$ cat src/rtl/bus_master_if.sv
// bus_master_if: master-side load/store port in front of the bus arbiter.
// One request at a time: request, grant, one AS/RDY cycle, hold result.
module bus_master_if #(
  parameter int ADDR_W  = 30,
  parameter int DATA_W  = 32,
  parameter int TIMEOUT = 255
) (
  input  logic              clk,
  input  logic              reset,
  input  logic              stall,
  input  logic              flush,
  input  logic              core_req,
  input  logic              core_rw,
  input  logic [ADDR_W-1:0] core_addr,
  input  logic [DATA_W-1:0] core_wr_data,
  output logic [DATA_W-1:0] core_rd_data,
  output logic              core_err,
  output logic              busy,
  output logic              bus_req_,
  input  logic              bus_grnt_,
  output logic              bus_as_,
  output logic              bus_rw,
  output logic [ADDR_W-1:0] bus_addr,
  output logic [DATA_W-1:0] bus_wr_data,
  input  logic [DATA_W-1:0] bus_rd_data,
  input  logic              bus_rdy_
);

  typedef enum logic [1:0] {
    IDLE,
    REQ,
    ACCESS,
    HOLD
  } state_t;

  localparam logic [7:0] TO = 8'(TIMEOUT);

  state_t state, state_n;

  logic [7:0]        cnt, cnt_n;
  logic              req_n;
  logic              as_n;
  logic              rw_n;
  logic [ADDR_W-1:0] addr_n;
  logic [DATA_W-1:0] wd_n;
  logic [DATA_W-1:0] rd_n;
  logic              err_n;

  // Stall the core while a request is being accepted or is on the bus.
  assign busy = (state == IDLE && core_req && !flush)
              || state == REQ
              || state == ACCESS;

  // Next state and next values of all registered bus/core outputs.
  always_comb begin
    state_n = state;
    cnt_n   = cnt;
    req_n   = bus_req_;
    as_n    = bus_as_;
    rw_n    = bus_rw;
    addr_n  = bus_addr;
    wd_n    = bus_wr_data;
    rd_n    = core_rd_data;
    err_n   = core_err;
    unique case (state)
      IDLE: begin
        if (core_req && !flush) begin
          addr_n  = core_addr;
          rw_n    = core_rw;
          wd_n    = core_wr_data;
          req_n   = 1'b0;
          state_n = REQ;
        end
      end
      REQ: begin
        req_n = 1'b0;
        if (flush) begin
          req_n   = 1'b1;
          state_n = IDLE;
        end else if (!bus_grnt_) begin
          as_n    = 1'b0;
          cnt_n   = 8'd0;
          state_n = ACCESS;
        end
      end
      ACCESS: begin
        // Strobe lasts one cycle; grant and flush cannot abort the cycle.
        as_n = 1'b1;
        if (!bus_rdy_) begin
          if (bus_rw) begin
            rd_n = bus_rd_data;
          end
          err_n   = 1'b0;
          req_n   = 1'b1;
          state_n = HOLD;
        end else if (cnt == TO) begin
          err_n   = 1'b1;
          rd_n    = '0;
          req_n   = 1'b1;
          state_n = HOLD;
        end else begin
          cnt_n = cnt + 8'd1;
        end
      end
      HOLD: begin
        if (!stall || flush) begin
          state_n = IDLE;
        end
      end
      default: state_n = IDLE;
    endcase
  end

  // State and output registers with synchronous reset.
  always_ff @(posedge clk) begin
    if (reset) begin
      state        <= IDLE;
      cnt          <= 8'd0;
      bus_req_     <= 1'b1;
      bus_as_      <= 1'b1;
      bus_rw       <= 1'b1;
      bus_addr     <= '0;
      bus_wr_data  <= '0;
      core_rd_data <= '0;
      core_err     <= 1'b0;
    end else begin
      state        <= state_n;
      cnt          <= cnt_n;
      bus_req_     <= req_n;
      bus_as_      <= as_n;
      bus_rw       <= rw_n;
      bus_addr     <= addr_n;
      bus_wr_data  <= wd_n;
      core_rd_data <= rd_n;
      core_err     <= err_n;
    end
  end

endmodule

$ cat config.mk
export PLATFORM = sky130hd
export DESIGN_NAME = bus_master_if
export DESIGN_NICKNAME = d
export VERILOG_FILES = /design/src/rtl/bus_master_if.sv
export SDC_FILE = /design/constraint.sdc
export NUM_CORES = 1
export LEC_CHECK = 0
export BUFFER_PORTS_ARGS = -buffer_cell sky130_fd_sc_hd__clkbuf_2
export CORE_MARGIN = 1.5
export CORE_UTILIZATION = 40
export CTS_CLUSTER_DIAMETER = 200
export DETAILED_ROUTE_END_ITERATION = 16
export PLACE_DENSITY = 0.75
export SYNTH_ARGS = -nofsm -noshare
export SYNTH_HDL_FRONTEND = slang
export SYNTH_SLANG_ARGS = --single-unit
$ cat constraint.sdc
create_clock -name clk -period 1.7 [get_ports clk]
set_clock_uncertainty 0.1 [all_clocks]
set_input_delay 0.34 -clock clk [delete_from_list [all_inputs] [get_ports clk]]
set_output_delay 0.34 -clock clk [all_outputs]
set_load 0.005 [all_outputs]
==> key figures <==
Setup path
  • Worst R2R Path Depth: 6
  • Series of cell instances along the critical path: inv_2, ha_4, buf_4, or3_4, clkbuf_2
  • Critical-path maximum fanout: 5
  • Maximum cell stage delay along the critical path: between 300 and 400 ps
  • Cell depth of the worst setup path: 5
  • CP bufs+invs: 3
  • Data required time at the worst endpoint: between 1000 and 1500 ps
  • Cell with the largest stage delay on the worst path: dfxtp_2
  • Top Family by Delay on Critical Path: flip-flops
  • Data arrival, critical path: about 1500 ps
  • Nature of the critical path endpoint: output port
  • Type of origin of the critical path: flop
  • Worst Setup Path Type: flop to output port

Yosys
  • Total of flip-flops plus latches after synthesis: about 110
  • Post-synth EDFFs: 0
  • Top FF cell, synth: dfxtp_1
  • Fraction of registers with async set/reset: 0%
  • Share of the synthesized area in the top cell type: between 50% and 60%
  • Compound-Gate Fraction of Synth Area: between 10% and 20%
  • Portion of netlist area occupied by mux cells: less than 1%
  • Cell with the most instances after synthesis: nand2_1
  • Post-synthesis instance area: about 0.004 mm2
  • Xor and xnor fraction of the mapped netlist area: 0%
  • Combinational family with the most area after synthesis: compound AO/OA/AOI/OAI gates
  • Cell type with the highest aggregate area in the netlist: dfxtp_1
  • Cell count after synthesis: about 450
  • Post-Synth Simple-Gate Area: roughly a fifth
  • Post-synthesis adder-cell area fraction: under 10%
  • Cell types occupying the most area after synthesis: dfxtp_1 (55%), nand2_1 (13%), a21oi_1 (8.7%)
  • Number of library cell types mapped by synthesis: 45
  • Syn Area/Cell: around 9 um2
  • Portion of the post-synthesis area used by sequential elements: between 50% and 60%
  • Mapped Nets: roughly 560
  • Ranking of synthesized cells by instance count: nand2_1 (133), dfxtp_1 (108), a21oi_1 (68)
  • Count of warnings emitted by yosys: 0

Global routing
  • Final global-route overflow total: 0
  • Met2 usage in global routing: 34.34%
  • Most used routing layer in global routing: met2
  • Met1 layer usage reported by global route: 22.34%
  • Global-route total usage across every layer: roughly 20%
  • Number of antenna violations at the first check in global routing: 0
  • Met3 layer usage reported by global route: under 10%
  • Wire length of the first global-routing pass: around 17 mm
  • Maximum number of pins on one net before global-route repair: 64
  • Vias in the first global route: approximately 3.8k

Outcome
  • Violated checks: negative setup slack
  • Run status: complete, but fails checks

Timing
  • Relative max-transition margin: between 70 and 80%
  • Hold violation count in the final report: 0
  • Unrepaired setup endpoints after global routing: true
  • Count of endpoints failing setup in the final report: 5
  • Tmin final: roughly 2000 ps
  • Final setup margin: -283.6 ps
  • TNS Setup: -442.0 ps
  • Period Utilization, post-route: 116.7%
  • Final count of pins violating max slew: 0
  • Worst-Margin Slew: 413.4 ps
  • Maximum operating frequency: ~500 MHz

Place
  • Detailed-placement wirelength estimate: between 7 and 8 mm
  • Last weighted congestion value of the routability-driven placer: a little over 0.9
  • Port Buf Inserts: 200

Hold path
  • Number of cells on the worst hold path: 3
  • Min-Delay Path Class: input pin to flop

Clock tree
  • Insertion delay of the later-clocked pin in the worst-skew pair: about 360 ps
  • TritonCTS clock tree: done
  • Clock-pin slew reported for the worst setup and hold paths after clock tree synthesis: approximately 120 ps
  • Library cell used as clock root buffer: clkbuf_8
  • Worst-case clock buffer depth: 2
  • Number of H-tree branching levels: 3
  • CTS buffer count: 9
  • Sinks on the clock net: 108
  • Total of hold buffers inserted after clock tree synthesis: 0

Floorplanning
  • Starting Density: about two fifths
  • Top-level port count: 201
  • Die width: roughly 100 um
  • Full die area: 0.01043 mm2
  • Die Span Y: about 100 um
  • Row Count: 35
  • Core ar.: between 0.009 and 0.01 mm2

Drt
  • Wire per inst: roughly 14 um
  • Initial DRT Pass Iterations: 4
  • Routed wire length: 11.12 mm
  • Antenna Nets Post-Route: 0
  • Via count: 4033
  • Drt via density: between 5 and 6
  • Iteration-0 DRC Markers: 129
  • Remaining DRCs: 0

Pwr
  • PD cells: 868.6 mW/mm2
  • Static leakage: between 2 and 3 nW
  • Total design power: between 0.004 and 0.005 W
  • Worst VDD drop: roughly 0.00055 V

Layout
  • Layout Area Growth over Synthesis: 46.00%
  • Net total in the final layout: approximately 780
  • Antenna Cells: 0
  • Proportion of layout cells with a drive suffix above 1: 43.47%

Run
  • Max-capacitance violation count: 0
## cell type report
| cell class | instances | area, um2 |
|---|---|---|
| clock inverter | 7 | 86.33 |
| tap | 129 | 161.4 |
| multi-input combinational | 303 | 1793 |
| clock buffer | 9 | 123.9 |
| inverter | 8 | 32.53 |
| sequential | 108 | 2172 |
| timing repair buffer | 239 | 1369 |
| fill | 827 | 3633 |
## kinds of logic (layout without fill, tap and decap cells)
kind of cell             Yosys count  count (layout)
AO/OA/AOI/OAI                    122             122
adder cells (fa/ha/maj)            5               5
buffers and inverters             37             263
flip-flops                       108             108
multiplexers                       2               2
AND/OR/NAND/NOR                  174             174
## stage by stage
step | worst slack [ps] | instance area, um2 | util, % | hold WS, ps | std cells
5_1_grt | -355.0 | 5738 | 61.23 | 56.99 | 803
3_5_place_dp | -86.46 | 5309 | 56.65 | 349.3 | 780
2_1_floorplan | -11.64 | 3964 | - | 352.7 | 448
3_3_place_gp | -1.689 | 5309 | 56.65 | 341.3 | 780
6_report | -283.6 | 5738 | 61.23 | 71.11 | 803
4_1_cts | -305.3 | 5622 | 59.99 | 56.08 | 801
## worst reg2reg max path: stages (launching register included)
cell and delay [ps]:
dfxtp_2 340, buf_4 130, ha_2 200, nor2b_1 160, nor2_1 170, or4b_1 470, a211oi_2 190
## layout by cell type (no fill, tap or decap), types with 6 or more instances in the layout
master	n
clkbuf_8	9
a22o_1	32
inv_1	6
a21oi_1	68
buf_4	32
dfxtp_1	102
nand2_1	132
clkbuf_2	200
nand3_1	6
## power by group
| group | internal [W] | switching, W | total [W] |
|---|---|---|---|
| combinational | 0.000344 | 0.000365 | 0.000709 |
| clock | 0.000598 | 0.000986 | 0.00158 |
| sequential | 0.00263 | 0.0000575 | 0.00269 |
| total | 0.00358 | 0.00141 | 0.00498 |
## layer usage
layer	vias to the layer above	share of wire (%)
met2	183	49
met1	1845	40
li1	1990	-
met3	15	9.4
met5	-	0
met4	0	1.4
## registers in the layout, indices dropped and copies added, names as in the netlist, named ones only
name / count
bus_wr_data: 32
bus_addr: 30
bus_as_: 1
core_rd_data: 32
state: 1
bus_req_: 1
cnt: 8
core_err: 1
bus_rw: 1
## what timing repair did
action	in CTS	in global routing
buffers inserted	5	1
pin swaps	3	4
endpoints found under the setup margin	35	51
gates cloned	0	1
gates resized for setup	14	19
## final timing paths
| check | from | to | slack (ps) |
|---|---|---|---|
| setup / recovery | flop | busy | -280 |
| hold / removal | core_addr[12] | bus_addr[12] | 70 |
| setup reg to reg | flop | cnt[6] | -150 |
| hold reg to reg | bus_wr_data[2] | bus_wr_data[2] | 360 |
No activity file was read; power rests on OpenSTA's default activity.
